`src/rtl/tribus_pkg.sv`:
```
// rtl/tribus_pkg.sv - shared state encoding and default parameters for the tristate bus controller
package tribus_pkg;

   typedef enum logic [1:0] {
      ST_IDLE = 2'd0,
      ST_OWN  = 2'd1,
      ST_DEAD = 2'd2
   } tribus_state_t;

   localparam int TRIBUS_NREQ     = 4;
   localparam int TRIBUS_DEAD_CYC = 2;
   localparam int TRIBUS_MAX_HOLD = 16;

   // Counter widths cover the full legal ranges of MAX_HOLD (255) and DEAD_CYC (15).
   localparam int HOLD_W = 8;
   localparam int DEAD_W = 4;

endpackage

```
`src/rtl/tribus_rr_arb.sv`:
```
// rtl/tribus_rr_arb.sv - combinational round-robin pick: first requester at or after ptr wins
module tribus_rr_arb
   import tribus_pkg::*;
#(
   parameter int NREQ = TRIBUS_NREQ,
   parameter int PW   = 2
) (
   input  logic [NREQ-1:0] req,
   input  logic [PW-1:0]   ptr,
   output logic [NREQ-1:0] grant,
   output logic            valid
);

   always_comb begin
      int            s;
      logic [PW-1:0] idx;
      grant = '0;
      valid = 1'b0;
      s     = 0;
      idx   = '0;
      for (int i = 0; i < NREQ; i++) begin
         s = int'(ptr) + i;
         if (s >= NREQ) s = s - NREQ;
         idx = PW'(s);
         if (!valid && req[idx]) begin
            grant[idx] = 1'b1;
            valid      = 1'b1;
         end
      end
   end

endmodule

```
`src/rtl/tribus_ctrl.sv`:
```
// rtl/tribus_ctrl.sv - tristate bus ownership FSM with dead time and hold limit
// Optional bus keeper outputs are built when TRIBUS_KEEPER_EN is defined.
module tribus_ctrl
   import tribus_pkg::*;
#(
   parameter int NREQ     = TRIBUS_NREQ,
   parameter int DEAD_CYC = TRIBUS_DEAD_CYC,
   parameter int MAX_HOLD = TRIBUS_MAX_HOLD
) (
   input  logic            CLK,
   input  logic            RN,
   input  logic [NREQ-1:0] REQ,
   output logic [NREQ-1:0] EN,
`ifdef TRIBUS_KEEPER_EN
   input  logic            BUS_IN,
   output logic            KEEP_EN,
   output logic            KEEP_VAL,
`endif
   output logic            BUS_IDLE
);

   localparam int PW = $clog2(NREQ);
   localparam logic [HOLD_W-1:0] HOLD_MAX = HOLD_W'(MAX_HOLD);
   localparam logic [DEAD_W-1:0] DEAD_MAX = DEAD_W'(DEAD_CYC);

   tribus_state_t     state, state_nx;
   logic [NREQ-1:0]   own_oh, own_oh_nx, en_nx, grant;
   logic              grant_vld;
   logic [PW-1:0]     ptr, ptr_nx, gidx, ptr_after_grant;
   logic [HOLD_W-1:0] hold_cnt, hold_cnt_nx;
   logic [DEAD_W-1:0] dead_cnt, dead_cnt_nx;
   logic              owner_req, other_req;

   tribus_rr_arb #(
      .NREQ (NREQ),
      .PW   (PW)
   ) u_arb (
      .req   (REQ),
      .ptr   (ptr),
      .grant (grant),
      .valid (grant_vld)
   );

   always_comb begin
      gidx = '0;
      for (int i = 0; i < NREQ; i++) begin
         if (grant[i]) gidx = PW'(i);
      end
   end

   assign ptr_after_grant = (gidx == PW'(NREQ - 1)) ? '0 : gidx + PW'(1);
   assign owner_req       = |(REQ & own_oh);
   assign other_req       = |(REQ & ~own_oh);

   always_comb begin
      state_nx    = state;
      own_oh_nx   = own_oh;
      ptr_nx      = ptr;
      hold_cnt_nx = hold_cnt;
      dead_cnt_nx = dead_cnt;
      case (state)
         ST_IDLE: begin
            if (grant_vld) begin
               state_nx    = ST_OWN;
               own_oh_nx   = grant;
               ptr_nx      = ptr_after_grant;
               hold_cnt_nx = HOLD_W'(1);
            end
         end
         ST_OWN: begin
            // Hold limit only bites when someone else is waiting.
            if (!owner_req || (hold_cnt == HOLD_MAX && other_req)) begin
               state_nx    = ST_DEAD;
               hold_cnt_nx = '0;
               dead_cnt_nx = DEAD_W'(1);
            end else if (hold_cnt != HOLD_MAX) begin
               hold_cnt_nx = hold_cnt + HOLD_W'(1);
            end
         end
         ST_DEAD: begin
            if (dead_cnt == DEAD_MAX) begin
               dead_cnt_nx = '0;
               if (grant_vld) begin
                  state_nx    = ST_OWN;
                  own_oh_nx   = grant;
                  ptr_nx      = ptr_after_grant;
                  hold_cnt_nx = HOLD_W'(1);
               end else begin
                  state_nx = ST_IDLE;
               end
            end else begin
               dead_cnt_nx = dead_cnt + DEAD_W'(1);
            end
         end
         default: state_nx = ST_IDLE;
      endcase
      en_nx = (state_nx == ST_OWN) ? own_oh_nx : '0;
   end

   // EN and BUS_IDLE are registered from the same next value so they never disagree.
   always_ff @(posedge CLK or negedge RN) begin
      if (!RN) begin
         state    <= ST_IDLE;
         own_oh   <= '0;
         ptr      <= '0;
         hold_cnt <= '0;
         dead_cnt <= '0;
         EN       <= '0;
         BUS_IDLE <= 1'b1;
      end else begin
         state    <= state_nx;
         own_oh   <= own_oh_nx;
         ptr      <= ptr_nx;
         hold_cnt <= hold_cnt_nx;
         dead_cnt <= dead_cnt_nx;
         EN       <= en_nx;
         BUS_IDLE <= ~|en_nx;
      end
   end

`ifdef TRIBUS_KEEPER_EN
   logic owned_once;

   always_ff @(posedge CLK or negedge RN) begin
      if (!RN) begin
         owned_once <= 1'b0;
         KEEP_EN    <= 1'b0;
         KEEP_VAL   <= 1'b0;
      end else begin
         if (state_nx == ST_OWN) owned_once <= 1'b1;
         KEEP_EN <= (state_nx != ST_OWN) && owned_once;
         if (state == ST_OWN) KEEP_VAL <= BUS_IN;
      end
   end
`endif

endmodule

```
`config.mk`:
```
export PLATFORM = sky130hd
export DESIGN_NAME = tribus_ctrl
export DESIGN_NICKNAME = d
export VERILOG_FILES = /design/src/rtl/tribus_pkg.sv /design/src/rtl/tribus_rr_arb.sv /design/src/rtl/tribus_ctrl.sv
export SDC_FILE = /design/constraint.sdc
export NUM_CORES = 1
export LEC_CHECK = 0
export BUFFER_PORTS_ARGS = -buffer_cell sky130_fd_sc_hd__buf_2
export CORE_MARGIN = 5
export CORE_UTILIZATION = 55
export DETAILED_ROUTE_END_ITERATION = 7
export GPL_ROUTABILITY_DRIVEN = 0
export PLACE_DENSITY = 0.71
export SYNTH_ARGS = -nofsm -noshare
export SYNTH_HDL_FRONTEND = slang
export SYNTH_SLANG_ARGS = --single-unit
```
`constraint.sdc`:
```
create_clock -name CLK -period 3.7 [get_ports CLK]
set_clock_uncertainty 0.05 [all_clocks]
set_input_delay 0.185 -clock CLK [delete_from_list [all_inputs] [get_ports CLK]]
set_output_delay 0.185 -clock CLK [all_outputs]
set_load 0.01 [all_outputs]
```
# Word-level counts from Yosys, hierarchy flattened
# Cells that the tools add are included.
[classes]
n_addsub = 10
n_lt_le_gt_ge = 12
eq_ne = 10
n_mux = 52
n_bitwise = 6
n_reduce_logical = 24
[op_table]
columns = ["op", "count"]
rows = [
  ["$mux W4", 9],
  ["$mux W8", 4],
  ["$mux W2", 12],
  ["$pmux W8 S3", 1],
  ["$pmux W4 S2", 2],
  ["$mux W1", 14],
  ["$lt A2 B3 Y1 const B", 4],
  ["$or A4 B4 Y4", 3],
  ["$reduce_or A4 Y1", 3],
  ["$ge A3 B3 Y1 const B", 3],
  ["$add A8 B1 Y8 const B", 1],
  ["$and A4 B4 Y4", 2],
  ["$bmux W1 S2", 4],
  ["$demux W1 S2", 4],
  ["$eq A8 B5 Y1 const B", 1],
  ["$ge A2 B1 Y1 const B", 4],
  ["$logic_and A1 B1 Y1", 8],
  ["$ne A8 B5 Y1 const B", 1],
  ["$sub A2 B1 Y2 const B", 4],
  ["$add A2 B2 Y3 const B", 2],
  ["$pmux W2 S3", 1],
  ["$logic_not A1 Y1", 5],
  ["$add A4 B1 Y4 const B", 1],
  ["$eq A2 B1 Y1 const B", 2],
  ["15 further kinds", 19],
]
[totals]
register_bits = 25
inputBits = 6
output_inout_bits = 5
elab_cells = 121

# Longest topological paths before layout
# Gate-level depths: netlist of run 1.
[logic_depth]
ltp_word = 22
mapped_depth = 9
mapped_depth_nobuf = 8

# Modules after synthesis
# Synthesis of run 1 repeated with hierarchy kept, for this count alone.
[unflattened]
cells_unflattened = 191
area_unflattened_um2 = 1773.0
[modules_own_cells]
columns = ["module", "instances", "cells_each", "area_each_um2", "seq_area_each_um2"]
rows = [
  ["tribus_ctrl", 1, 129, 1265.0, 626.9],
  ["tribus_rr_arb", 1, 62, 508.0, 0.0],
]

# Worst setup path before layout of run 1
# No wires, ideal clock.
[synth_timing]
path_kind = "register to register"
startpoint = "register ptr[0]"
endpoint = "register BUS_IDLE"
arrival_ps = 2717
required_time_ps = 3561
path_slack_ps = 844
path_stages_with_launch = 10
path_buffers = 2
cell_sequence = "dfrtp_1 -> buf_6 -> inv_1 -> ha_1 -> mux4_1 -> or4_4 -> and2_4 -> buf_6 -> a22o_1 -> nor4b_2"
[synth_between]
elab_chain_len = 21
[synth_lines]
columns = ["item", "line", "text"]
rows = [
  ["start, declared", "tribus_ctrl.sv:29", "logic [PW-1:0] ptr, ptr_nx, gidx, ptr_after_grant;"],
  ["start signal, assigned", "tribus_ctrl.sv:113", "ptr <= ptr_nx;"],
  ["parallel branches: the longest is 18 deep, another holds $add A2 B1 Y3", "n/a", ""],
  ["$mux W4 *", "tribus_ctrl.sv:97", "en_nx = (state_nx == ST_OWN) ? own_oh_nx : '0;"],
  ["named net en_nx[2]", "tribus_ctrl.sv:27", "logic [NREQ-1:0] own_oh, own_oh_nx, en_nx, grant;"],
  ["$reduce_or A4 Y1 *", "tribus_ctrl.sv:117", "BUS_IDLE <= ~|en_nx;"],
  ["$logic_not A1 Y1 *", "tribus_ctrl.sv:117", ""],
  ["end signal, assigned", "tribus_ctrl.sv:117", ""],
  ["end, declared", "tribus_ctrl.sv:19", "output logic BUS_IDLE"],
]
# Mark *: on every way through the listed nets, which the timed path passes. The select of a mux whose other input is x is not followed.
# A chain may end at the register's enable or synchronous reset.

# Final worst setup path of run 1
# Same ends and word-level chain as after synthesis.

==> results of run 1 <==
cells in the mapped netlist (4+ instances only):
library cell	count	area (um2)
o21ai_0	16	80.1
dfrtp_1	24	601
nand2_1	25	93.8
nand3_1	4	20.0
nor2b_1	8	50.1
o211ai_1	7	52.6
a22oi_1	5	37.5
and3_1	5	31.3
inv_1	7	26.3
ha_1	11	138
nor2_1	10	37.5
cell families (layout without fill, tap and decap cells):
| family | Yosys count | count (layout) | share of synthesized area (%) |
|---|---|---|---|
| flip-flops | 25 | 25 | 39.8 |
| XOR/XNOR | 3 | 3 | 1.67 |
| AO/OA/AOI/OAI | 44 | 44 | 18.3 |
| AND/OR/NAND/NOR | 65 | 65 | 21.8 |
| adder cells (fa/ha/maj) | 11 | 11 | 8.73 |
| multiplexers | 4 | 4 | 6.19 |
| buffers and inverters | 11 | 22 | 3.57 |
worst register-to-register path, stage by stage, from the launching register on:
cell and delay, ns:
dfrtp_1 0.54, inv_1 0.17, ha_1 0.34, mux4_1 0.60, or4_4 0.51, and2_4 0.20, a22o_1 0.24, nor4b_2 0.27
through the flow:
stage | setup WS, ns | std cells | utilization (%) | cell area, um2
floorplan | 0.844 | 163 | - | 1580
global placement | 0.823 | 200 | 59.3 | 1640
detailed placement | 0.712 | 200 | 59.3 | 1640
CTS | 0.693 | 205 | 60.7 | 1670
global route | 0.527 | 205 | 60.7 | 1670
finish | 0.716 | 205 | 60.7 | 1670
power by group:
group          total, mW  internal, mW  switching (mW)
clock network      0.119        0.0404          0.0781
logic              0.754         0.315           0.439
registers          0.461         0.370          0.0907
total               1.33         0.726           0.608
per-layer routing:
metal / up-vias / GRT usage, % / routed length [um] / part of all wire, %
met5: - / 0 / 0 / 0
met4: 0 / 3.12 / 14 / 0.45
met3: 2 / 4.62 / 182 / 5.8
met2: 39 / 26.9 / 1430 / 45
met1: 607 / 23.1 / 1510 / 48
li1: 615 / - / - / -
final timing paths:
path,to,startpoint,slack [ns],depth (start not counted)
max,BUS_IDLE$_DFF_PN1_,ptr[0]$_DFFE_PN0P_,0.72,7
min,EN[1]$_DFF_PN0_,RN,0.31,2
max reg2reg,BUS_IDLE$_DFF_PN1_,ptr[0]$_DFFE_PN0P_,0.72,7
min reg2reg,dead_cnt[3]$_DFFE_PN0P_,dead_cnt[3]$_DFFE_PN0P_,0.44,1
max in group asynchronous,own_oh[1]$_DFF_PN0_,RN,2.92,2
min in group CLK,dead_cnt[3]$_DFFE_PN0P_,dead_cnt[3]$_DFFE_PN0P_,0.44,1
registers in the layout, indices dropped and copies added, names as in the netlist:
name / count
dead_cnt: 4
state: 2
own_oh: 4
EN: 4
hold_cnt: 8
ptr: 2
BUS_IDLE: 1
area by class of cell:
type / instances / area, um2
Multi-Input combinational cell: 127 / 893
Clock inverter: 1 / 5.00
Fill cell: 241 / 1080
Inverter: 7 / 26.3
Timing Repair Buffer: 11 / 60.1
Clock buffer: 3 / 22.5
Tap cell: 31 / 38.8
Sequential cell: 25 / 627
==> flow_metrics.py, run 1 <==
metrics = {
    "die": {
        "core_mm2": 0.00276,
        "die-height_um": 63.5,
        "die_area_mm2": 0.00404,
        "die_w_um": 63.5,
        "ios": 11,
        "initial_core_util_pct": 57.2,
        "rows": 19,
    },
    "critical_path": {
        "cp_cell_sequence": "inv_1 -> ha_1 -> mux4_1 -> or4_4 -> and2_4 -> a22o_1 -> nor4b_2",
        "cp.buffers_inverters": 1,
        "slowest_delay_ns": 0.60,
        "end_kind": "register",
        "crit_required_ns": 3.90,
        "slowest_stage": "mux4_1",
        "critPathKind": "reg -> reg",
        "crit_path_start_kind": "register",
        "cp_max_fo": 8,
        "cp.arrival_ns": 3.18,
        "critPathTopFamily": "simple AND/OR/NAND/NOR gates",
    },
    "global_route": {
        "overflow": 0,
        "grt_pass1_wl_mm": 5.60,
        "antenna_found_initial": 0,
        "grtUsageTotal_pct": 16.9,
        "grt_pass1_vias": 1239,
        "grt_max_degree": 26,
    },
    "timing": {
        "fmax_mhz": 335,
        "finalCriticalPeriod_ns": 2.98,
        "slew-limit-headroom_pct": 56.8,
        "rsz0062_at_grt": "no",
        "maxSlewViolCount": 0,
        "setup_viol": 0,
        "whs_ns": 0.310,
        "period_share_pct": 80.6,
        "tightestPinTransition_ns": 0.639,
        "hold_viol": 0,
        "setup_tns_ns": 0,
    },
    "pwr": {
        "power_mw": 1.33,
        "p_per_area_mw_per_mm2": 797,
        "vdd_drop_max_v": 0.000506,
        "p_leak_nw": 0.790,
    },
    "logic_synthesis": {
        "synth-main-ff-cell": "dfrtp_1",
        "synth_edf_count": 0,
        "yosysSeqAreaShare_pct": 39.8,
        "syn_area_mm2": 0.00158,
        "postSynthCellCount": 163,
        "synthArstFlopShare_pct": 100,
        "ys_ff_latch": 25,
        "synth_nets": 180,
        "synth-warning-count": 0,
        "synth_cell_type_count": 37,
        "syn_area_per_cell_um2": 9.67,
    },
    "detailed_routing": {
        "drcViolationCount": 0,
        "first_pass_iters": 4,
        "wl_per_cell_um": 15.3,
        "ant_nets": 0,
        "vias_per_cell": 6.16,
        "dr_total_vias": 1263,
        "routed_wirelength_mm": 3.14,
        "drtIter0Drc": 72,
    },
    "placement": {
        "dp_hpwl_mm": 2.40,
        "port_buffers": 10,
    },
    "clocking": {
        "cts.sinks": 25,
        "cts_tree": "built",
        "ctsHoldBuffers": 1,
        "numCtsBuffers": 3,
        "clk_latency_ns": 0.32,
        "ctsResizeCount": 0,
        "postCtsSetupRepairBufs": 0,
        "clock-root-buffer": "clkbuf_4",
        "path_clk_slew_ns": 0.14,
        "cts_buffer_depth": 2,
        "cts_max_level": 1,
    },
    "outcome": {
        "status": "completed",
    },
    "worst_hold_path": {
        "min_path_type": "in -> async",
    },
    "finish": {
        "drive_gt1_share_pct": 14.9,
        "antennaDiodeCount": 0,
        "final_nets": 192,
        "syn2layout_area_growth_pct": 6.11,
        "most-common-layout-cells": "25 x nand2_1, 24 x dfrtp_1, 16 x o21ai_0",
        "mostFrequentLayoutCell": "nand2_1",
    },
    "job": {
        "maxCapViolations": 0,
    },
}
No activity file was read; power rests on OpenSTA's default activity.
==> run 2, diff against run 1 <==
clock period = 2.8 ns   (was 3.7 ns; I/O delays follow)
==> flow_metrics.py, run 2 (synthesis gave the netlist of run 1 again) <==
metrics = {
    "detailed_routing": {
        "routed_wirelength_mm": 3.32,
        "vias_per_cell": 5.99,
        "wl_met2_mm": 1.62,
        "ant_nets": 0,
        "wl_met3_um": 128,
        "drtIter0Drc": 99,
        "wl_met1_mm": 1.53,
        "dr_total_vias": 1263,
        "drcViolationCount": 0,
        "wl_per_cell_um": 15.7,
        "first_pass_iters": 4,
        "highest_layer": "met4",
    },
    "finish": {
        "seq_area_um2": 627,
        "drive_gt1_share_pct": 19.4,
        "final_util_pct": 62.8,
        "largest_reg_flops": 8,
        "largest-register": "hold_cnt",
        "antennaDiodeCount": 0,
        "syn2layout_area_growth_pct": 9.92,
        "mostFrequentLayoutCell": "nand2_1",
        "most-common-layout-cells": "25 x nand2_1, 24 x dfrtp_1, 16 x o21ai_0",
        "final_nets": 198,
        "finalInstanceArea_mm2": 0.00173,
        "multiInputGateArea_um2": 908,
        "nFillCells": 244,
    },
    "die": {
        "initial_core_util_pct": 57.2,
        "die-height_um": 63.5,
        "ios": 11,
        "core_mm2": 0.00276,
        "rows": 19,
        "die_area_mm2": 0.00404,
        "die_w_um": 63.5,
    },
    "timing": {
        "finalCriticalPeriod_ns": 2.68,
        "maxSlewViolCount": 0,
        "rsz0062_at_grt": "no",
        "period_share_pct": 95.7,
        "setup_tns_ns": 0,
        "slew-limit-headroom_pct": 60.8,
        "tightestPinTransition_ns": 0.574,
        "layout_setup_ws_ns": 0.121,
        "setup_viol": 0,
        "fmax_mhz": 373,
        "hold_viol": 0,
    },
    "placement": {
        "dpl_cell_area_mm2": 0.00169,
        "port_buffers": 10,
        "dp_hpwl_mm": 2.53,
        "place_ws_ns": 0.173,
    },
    "clocking": {
        "postCtsSetupRepairBufs": 0,
        "clk_latency_ns": 0.32,
        "path_clk_slew_ns": 0.13,
        "cts_buffer_depth": 2,
        "cts.sinks": 25,
        "numCtsBuffers": 3,
        "cts_max_level": 1,
        "clock-root-buffer": "clkbuf_4",
        "cts_tree": "built",
    },
    "critical_path": {
        "critPathTopFamily": "simple AND/OR/NAND/NOR gates",
        "end_kind": "register",
        "crit_path_start_kind": "register",
        "critPathKind": "reg -> reg",
        "cp.arrival_ns": 2.87,
        "crit_required_ns": 2.99,
        "cp_max_fo": 8,
        "slowest_delay_ns": 0.52,
        "slowest_stage": "mux4_2",
        "cp_cell_sequence": "inv_1 -> ha_4 -> mux4_2 -> or4_4 -> and2_4 -> a22o_1 -> nor4b_2",
        "cp.buffers_inverters": 1,
    },
    "outcome": {
        "status": "completed",
    },
    "global_route": {
        "grt_pass1_wl_mm": 5.71,
        "grt_max_degree": 26,
        "antenna_found_initial": 0,
        "overflow": 0,
        "grtUsageTotal_pct": 17.4,
        "grt_pass1_vias": 1291,
    },
    "pwr": {
        "p_per_area_mw_per_mm2": 1080,
        "vdd_drop_max_v": 0.000703,
        "p_leak_nw": 0.817,
    },
    "worst_hold_path": {
        "min_path_type": "in -> async",
    },
    "job": {
        "maxCapViolations": 0,
    },
}
[run 2: cell count changes in the layout (fill, tap and decap cells not counted), sizes merged]
cell,previous run,this run
buf,10,16
[run 2: metrics by stage]
stage / hold WS (ns) / instances / power, mW
detailed placement: 0.107 / 206 / 1.70
global placement: 0.0971 / 206 / 1.64
global route: 0.313 / 211 / 2.05
finish: 0.269 / 211 / 1.87
floorplan: -0.206 / 163 / 1.41
CTS: 0.280 / 211 / 1.85
[run 2: final timing paths]
check	cells past startpoint	slack [ns]	startpoint	end
setup / recovery	7	0.12	ptr[1]$_DFFE_PN0P_	BUS_IDLE$_DFF_PN1_
hold / removal	2	0.27	RN	EN[1]$_DFF_PN0_
setup reg to reg	7	0.12	ptr[1]$_DFFE_PN0P_	BUS_IDLE$_DFF_PN1_
hold reg to reg	1	0.44	dead_cnt[3]$_DFFE_PN0P_	dead_cnt[3]$_DFFE_PN0P_
max in group asynchronous	2	2.06	RN	hold_cnt[4]$_DFFE_PN0P_
min in group CLK	6	0.42	REQ[0]	state[0]$_DFF_PN0_
[run 2: layout make-up]
type	instances	area share, %
clock inverter	1	0.289
sequential	25	36.2
multi-input combinational	127	52.4
clock buffer	3	1.30
tap	31	2.24
inverter	7	1.52
timing repair buffer	17	6.07
[run 2: per-layer routing]
layer / up-vias / track usage, %
met4: 0 / 4.42
met5: - / 0
met1: 609 / 22.8
li1: 622 / -
met2: 24 / 28.2
met3: 8 / 4.97
[run 2: power breakdown]
| part | total (mW) | internal [mW] | switching (mW) |
|---|---|---|---|
| Clock | 0.155 | 0.0535 | 0.102 |
| Combinational | 1.14 | 0.489 | 0.650 |
| Sequential | 0.581 | 0.490 | 0.0909 |
[run 2: repair_timing]
item | 4_1_cts | 5_1_grt
hold buffers | 1 | 0
gates resized for setup | 0 | 1
setup endpoints to repair | 0 | 1
endpoints found under the hold margin | 24 | 0
